File: src/rtl/mem_access_unit.sv
// Load/store sequencer between the MEM stage and byte-addressed data memory.
// One request at a time; halfword stores become two byte writes.
module mem_access_unit #(
  parameter int READ_LATENCY = 1,
  parameter int ADDR_W       = 18
) (
  input  logic              clk,
  input  logic              rst_n,
  input  logic              req_valid,
  output logic              req_ready,
  input  logic              req_write,
  input  logic [1:0]        req_size,
  input  logic              req_unsigned,
  input  logic [ADDR_W-1:0] req_addr,
  input  logic [31:0]       req_wdata,
  output logic              resp_valid,
  output logic [31:0]       resp_rdata,
  output logic              resp_error,
  output logic [ADDR_W-1:0] mem_address,
  output logic [31:0]       mem_write_data,
  output logic              mem_read,
  output logic              mem_write,
  output logic              mem_byte_op,
  input  logic [31:0]       mem_read_data
);

  typedef enum logic [2:0] {IDLE, READ, WR0, WR1, RESP} state_t;

  localparam logic [2:0] LAT_INIT = 3'(READ_LATENCY);

  state_t            state_r;
  logic [1:0]        size_r;
  logic              unsigned_r;
  logic [ADDR_W-1:0] addr_r;
  logic [7:0]        hi_byte_r;
  logic              err_r;
  logic [2:0]        cnt_r;
  logic              req_err_s;

  function automatic logic access_illegal(input logic [1:0] size, input logic [1:0] low);
    case (size)
      2'b00:   access_illegal = 1'b0;
      2'b01:   access_illegal = low[0];
      2'b10:   access_illegal = (low != 2'b00);
      default: access_illegal = 1'b1;
    endcase
  endfunction

  function automatic logic [31:0] extend_load(input logic [31:0] data, input logic [1:0] size,
                                              input logic is_unsigned);
    logic fill;
    fill = 1'b0;
    case (size)
      2'b00: begin
        fill        = ~is_unsigned & data[7];
        extend_load = {{24{fill}}, data[7:0]};
      end
      2'b01: begin
        fill        = ~is_unsigned & data[15];
        extend_load = {{16{fill}}, data[15:0]};
      end
      default: extend_load = data;
    endcase
  endfunction

  assign req_err_s = access_illegal(req_size, req_addr[1:0]);

  // Sequencer FSM; every handshake and memory-side output is a flop.
  always_ff @(posedge clk or negedge rst_n) begin
    if (!rst_n) begin
      state_r        <= IDLE;
      size_r         <= 2'b00;
      unsigned_r     <= 1'b0;
      addr_r         <= '0;
      hi_byte_r      <= 8'h00;
      err_r          <= 1'b0;
      cnt_r          <= 3'd0;
      req_ready      <= 1'b1;
      resp_valid     <= 1'b0;
      resp_rdata     <= 32'h0000_0000;
      resp_error     <= 1'b0;
      mem_address    <= '0;
      mem_write_data <= 32'h0000_0000;
      mem_read       <= 1'b0;
      mem_write      <= 1'b0;
      mem_byte_op    <= 1'b0;
    end else begin
      case (state_r)
        IDLE: begin
          resp_valid <= 1'b0;
          if (req_valid && req_ready) begin
            req_ready  <= 1'b0;
            size_r     <= req_size;
            unsigned_r <= req_unsigned;
            addr_r     <= req_addr;
            hi_byte_r  <= req_wdata[15:8];
            err_r      <= req_err_s;
            if (req_err_s) begin
              // Erroring requests idle one quiet cycle in WR0 so the response
              // lands one cycle after accept, with no strobe raised.
              state_r     <= WR0;
              mem_read    <= 1'b0;
              mem_write   <= 1'b0;
              mem_byte_op <= 1'b0;
            end else if (!req_write) begin
              state_r     <= READ;
              cnt_r       <= LAT_INIT;
              mem_read    <= 1'b1;
              mem_write   <= 1'b0;
              mem_byte_op <= 1'b0;
              mem_address <= req_addr;
            end else begin
              state_r        <= WR0;
              mem_read       <= 1'b0;
              mem_write      <= 1'b1;
              mem_address    <= req_addr;
              mem_byte_op    <= (req_size != 2'b10);
              mem_write_data <= (req_size == 2'b10) ? req_wdata : {24'h00_0000, req_wdata[7:0]};
            end
          end else begin
            req_ready   <= 1'b1;
            mem_read    <= 1'b0;
            mem_write   <= 1'b0;
            mem_byte_op <= 1'b0;
          end
        end
        READ: begin
          if (cnt_r == 3'd1) begin
            state_r    <= RESP;
            mem_read   <= 1'b0;
            resp_valid <= 1'b1;
            resp_error <= 1'b0;
            resp_rdata <= extend_load(mem_read_data, size_r, unsigned_r);
          end else begin
            cnt_r <= cnt_r - 3'd1;
          end
        end
        WR0: begin
          if (err_r) begin
            state_r    <= RESP;
            resp_valid <= 1'b1;
            resp_error <= 1'b1;
            resp_rdata <= 32'h0000_0000;
          end else if (size_r == 2'b01) begin
            state_r        <= WR1;
            mem_address    <= addr_r + ADDR_W'(1);
            mem_write_data <= {24'h00_0000, hi_byte_r};
          end else begin
            state_r     <= RESP;
            mem_write   <= 1'b0;
            mem_byte_op <= 1'b0;
            resp_valid  <= 1'b1;
            resp_error  <= 1'b0;
            resp_rdata  <= 32'h0000_0000;
          end
        end
        WR1: begin
          state_r     <= RESP;
          mem_write   <= 1'b0;
          mem_byte_op <= 1'b0;
          resp_valid  <= 1'b1;
          resp_error  <= 1'b0;
          resp_rdata  <= 32'h0000_0000;
        end
        RESP: begin
          state_r    <= IDLE;
          resp_valid <= 1'b0;
          req_ready  <= 1'b1;
        end
        default: begin
          state_r     <= IDLE;
          req_ready   <= 1'b1;
          resp_valid  <= 1'b0;
          mem_read    <= 1'b0;
          mem_write   <= 1'b0;
          mem_byte_op <= 1'b0;
        end
      endcase
    end
  end

endmodule

File: config.mk
export PLATFORM = sky130hd
export DESIGN_NAME = mem_access_unit
export DESIGN_NICKNAME = d
export VERILOG_FILES = /design/src/rtl/mem_access_unit.sv
export SDC_FILE = /design/constraint.sdc
export NUM_CORES = 1
export LEC_CHECK = 0
export ABC_CLOCK_PERIOD_IN_PS = 2000
export CORE_AREA = 8 8 83 158
export CTS_CLUSTER_DIAMETER = 80
export CTS_CLUSTER_SIZE = 8
export DETAILED_ROUTE_END_ITERATION = 16
export DIE_AREA = 0 0 91 166
export DONT_BUFFER_PORTS = 1
export GPL_TIMING_DRIVEN = 0
export MAX_ROUTING_LAYER = met4
export PLACE_DENSITY = 0.77
export SLEW_MARGIN = 15
export SYNTH_ARGS = -nofsm -noshare
export SYNTH_HDL_FRONTEND = slang
export SYNTH_SLANG_ARGS = --single-unit
File: constraint.sdc
create_clock -name clk -period 2 [get_ports clk]
set_input_delay 0.4 -clock clk [delete_from_list [all_inputs] [get_ports clk]]
set_output_delay 0.4 -clock clk [all_outputs]
set_load 0.05 [all_outputs]
### After elaboration in Yosys (flattened, before gate mapping)

Index checks and enable logic that the tools add are counted.

* bits in registers: 124
* bits of input ports: 89
* output and inout port bits: 88
* logic and storage cells: 115

* add/subtract/negate cells: 2
* equality and inequality tests: 19
* multiplexer cells: 53
* bitwise operators: 5
* reductions and logical operators: 20

Operators with widths (count)
* $mux W32: 9
* $pmux W32 S2: 2
* $pmux W32 S3: 1
* $mux W18: 4
* $pmux W18 S2: 1
* $mux W3: 8
* $ne A2 B2 Y1 const B: 10
* $add A18 B1 Y18 const B: 1
* $pmux W1 S3: 6
* $mux W1: 17
* $pmux W3 S4: 1
* $reduce_and A5 Y1: 2
* $reduce_and A2 Y1: 4
* $eq A3 B1 Y1 const B: 2
* $eq A3 B2 Y1 const B: 2
* $pmux W3 S2: 1
* $reduce_and A3 Y1: 2
* $reduce_and A6 Y1: 1
* $reduce_bool A2 Y1: 3
* $reduce_or A3 Y1: 2
* $eq A2 B1 Y1 const B: 2
* $logic_not A2 Y1: 2
* $mux W2: 2
* $eq A3 B3 Y1 const B: 1
* other kinds (10): 13

### Longest topological paths before layout

* depth after elaboration: 6
* depth in mapped cells: 9
* depth with buffers taken out: 7

### Worst setup path before layout

No wires, ideal clock.

* path kind: register to register
* start: reg state_r[2]
* end: reg mem_write_data[23]
* library setup time: 0.134 ns
* data arrival time: 1.786 ns
* data required time: 1.866 ns
* slack: 0.081 ns
* stages on the path, launching flop included: 9
* buffers on the path: 3
* clock period less this slack: 1.919 ns
* cells stage by stage: dfrtp_1 -> buf_2 -> nor3b_2 -> nand3b_1 -> a22o_1 -> buf_2 -> clkbuf_1 -> nand2_1 -> o21ai_0

* cells in the longest elaborated chain, start to end: 3
* elaborated cells on any way between the ends: 10
* classes of those cells: eq/ne (6); mux (1); reduce/logical (3)

Ends and longest elaborated chain
* start: declaration: RTL line 31 `state_t state_r;`
* start signal: assignment: RTL line 71 `state_r <= IDLE;`
* start signal: assignment: RTL line 101 `state_r <= WR0;`
* start signal: assignment: RTL line 106 `state_r <= READ;`
* $eq A3 B2 Y1 or $logic_not A3 Y1 (tied branches): RTL line 88 `case (state_r)`
* $ne A2 B2 Y1 (no line) or $reduce_bool A2 Y1 (tied branches)
* $reduce_and A6 Y1 (no line)
* end signal: assignment: RTL line 118 `mem_write_data <= (req_size == 2'b10) ? req_wdata : {24'h00_0000, req_wdata[7:0]};`
* end signal: assignment: RTL line 147 `mem_write_data <= {24'h00_0000, hi_byte_r};`
* end: declaration: RTL line 20 `output logic [31:0] mem_write_data,`

Several ways; a longest one is shown, not always the timed one.
A chain may end at the register's enable or synchronous reset.

### Final worst setup path

* start: reg addr_r[1]
* end: reg mem_address[15]

* cells in the longest elaborated chain, start to end: 4

Ends and longest elaborated chain
* start: declaration: RTL line 34 `logic [ADDR_W-1:0] addr_r;`
* start signal: assignment: RTL line 95 `addr_r <= req_addr;`
* $add A18 B1 Y18: RTL line 146 `mem_address <= addr_r + ADDR_W'(1);`
* $mux W18: RTL line 144 `end else if (size_r == 2'b01) begin`
* $mux W18: RTL line 139 `if (err_r) begin`
* $pmux W18 S2: RTL line 88
* end signal: assignment: RTL line 111 `mem_address <= req_addr;`
* end signal: assignment: RTL line 116 `mem_address <= req_addr;`
* end signal: assignment: RTL line 146
* end: declaration: RTL line 19 `output logic [ADDR_W-1:0] mem_address,`

No other way between the ends. The select of a mux whose other input is x is not followed.

==> reports/metrics.csv <==
metric;value;unit
violations;hold timing;
seq_area_frac_synth;55.8;%
final_common_cell;nand2_1;
max_freq;510;MHz
grt_pass1_vias;4308;
cts_max_level;4;
drv_slew;0;
clock_latency;0.41;ns
synth_flop_cell;dfrtp_1;
synthArstFlopShare;100;%
crit_path_end_kind;flop;
max_slew_margin;63.8;%
leakagePower;2.94;nW
drive_above_1_share;21.3;%
drc;0;
hold_ws;-0.311;ns
multi_input_area;0.00238;mm²
final.min_clock_period;1.96;ns
cp-start-kind;flop;
syn_nets;650;
synth_edf_count;0;
path_clk_slew;0.05;ns
reg2reg_depth;6;
routed_via_density;5.69;
ys_seq_elements;124;
die_y;166;µm
grtUsageMet3;7.92;%
tightest_slew;0.543;ns
finalSetupViolCount;0;
holdCritPathClass;in2async;
place_area;0.00574;mm²
final_cell_mix;nand2_1 (130), dfrtp_1 (121), o21ai_0 (78);
cap_violations;0;
r2r-end;mem_address[15];
period_share;98.1;%
area_growth;19.0;%
num_vias;4225;
dp_hpwl;10300;µm
initial_core_util;49.9;%
port_buffers;0;
grt.total_usage;19.5;%
hold_viol;124;
synth_cell_types;47;
worstPathMaxFanout;7;
netlist_area;0.00556;mm²
clkSinkCount;124;
die_w;91;µm
antenna_found_initial;1;
rows;55;
use_met1;22.1;%
grt_max_degree;125;
wire_per_inst;19.3;µm
dpl.cell_count;700;
ff2ff_setup_slack;0.04;ns
ys_warn_count;0;
vdd_drop_max;1120;µV
gr-max-usage-layer;met2;
power_density;2210;mW/mm²
clock-root-buffer;clkbuf_16;
arrival;2.30;ns
worstSetupStartpoint;addr_r[1];
drt-pass1-iter-count;4;
crit-reg2reg-launch;addr_r[1];
status;finished with violations;
critPathKind;reg2reg;
stdcell_area;0.00662;mm²
rsz0062_at_grt;true;
cts_buffers;17;
grt_pass1_wl;22900;µm
gp_congestion;0.868;
clock_path_buffers;2;
synth.avg_cell_area;9.97;µm²
drtAntennaViolNets;0;
nNetsFinal;679;
wirelength;14400;µm
grt_util_met2;30.6;%
skew;0.00866;ns
cts_tree;done;
synth_cells;558;
dr.first_iter.drc_count;189;
fillers;958;
cp.required;2.34;ns
io_pins;177;
dieArea;0.0151;mm²
instances_no_fill;743;
grt_remaining_overflow;0;
ff_latch_area;0.00311;mm²
coreArea;0.0111;mm²
==> Yosys cell counts, types with 8 or more instances <==
library cell | count | share of area, %
clkbuf_1 | 22 | 1.5
nand3_1 | 13 | 1.2
mux2_2 | 30 | 6.1
mux2i_1 | 15 | 2.7
inv_1 | 8 | 0.54
o21ai_0 | 80 | 7.2
nor2b_1 | 19 | 2.1
o31ai_1 | 17 | 2.3
nor2_1 | 16 | 1.1
buf_2 | 13 | 1.2
dfrtp_1 | 123 | 55
nand2_1 | 132 | 8.9
==> report_power, final <==
part,switching (mW),total (mW),internal [mW]
Clock,1.12,3.15,2.03
Sequential,3.77,7.41,3.64
Combinational,2.21,4.03,1.82
Total,7.11,14.6,7.49
==> worst max path at each step <==
stage                         end  cells past startpoint
6_report          mem_address[15]                      6
5_1_grt           mem_address[16]                      6
4_1_cts            resp_rdata[28]                      7
3_5_place_dp       resp_rdata[28]                      8
3_3_place_gp    mem_write_data[7]                      8
2_1_floorplan  mem_write_data[23]                      8
==> critical path, stage by stage, from the launching register on <==
cell and delay, ns:
dfrtp_1 0.42, and3_4 0.21, or4b_4 0.45, buf_6 0.14
or3_1 0.29, a311oi_1 0.28, a21o_1 0.11
==> final cells by class <==
cell class | instances | share of cell area, %
Antenna cell | 1 | 0.0378
Buffer | 31 | 2.95
Clock buffer | 19 | 6.84
Clock inverter | 13 | 2.53
Inverter | 8 | 0.454
Multi-Input combinational cell | 391 | 35.9
Sequential cell | 124 | 47.0
Tap cell | 142 | 2.68
Timing Repair Buffer | 14 | 1.59
==> flip-flops by register name, indices dropped and copies added, names as in the netlist, 2 cells and up <==
signal	count
addr_r	18
mem_address	18
state_r	3
cnt_r	3
resp_rdata	32
size_r	2
hi_byte_r	8
mem_write_data	32
==> logic make-up after synthesis <==
family	after synthesis	share of synthesized area [%]
AOI/OAI and AO/OA	125	13.2
xor gates and xnor gates	11	1.73
adders and majority gates	3	0.675
buffers and inverters	43	3.19
DFF	124	55.8
muxes	45	8.77
and+or+nand+nor	207	16.6
==> metal layers <==
metal / share of wire (%) / wire (µm) / vias to the layer above
met5: 0 / 0 / -
met4: 1.6 / 230 / 0
met3: 10 / 1480 / 16
met2: 50 / 7120 / 166
met1: 38 / 5530 / 2069
li1: - / - / 1974
==> per-stage QoR <==
step | utilization (%) | setup TNS (ns) | setup slack, ns | total power [mW]
2_1_floorplan | - | 0 | 0.0806 | 9.99
3_3_place_gp | 51.5 | -34.22 | -0.458 | 10.9
3_5_place_dp | 51.5 | -39.53 | -0.552 | 11.1
4_1_cts | 58.3 | -0.0207 | -0.0113 | 14.6
5_1_grt | 59.4 | -0.0694 | -0.0320 | 15.5
6_report | 59.4 | 0 | 0.0375 | 14.6
==> timing repair <==
item / 4_1_cts / 5_1_grt
cloned: 0 / 0
setup endpoints to repair: 112 / 84
buffers inserted: 8 / 6
pin swaps: 2 / 5
endpoints found under the hold margin: 124 / 124
resized for setup: 30 / 46
Power figures use the tool's default switching activity.
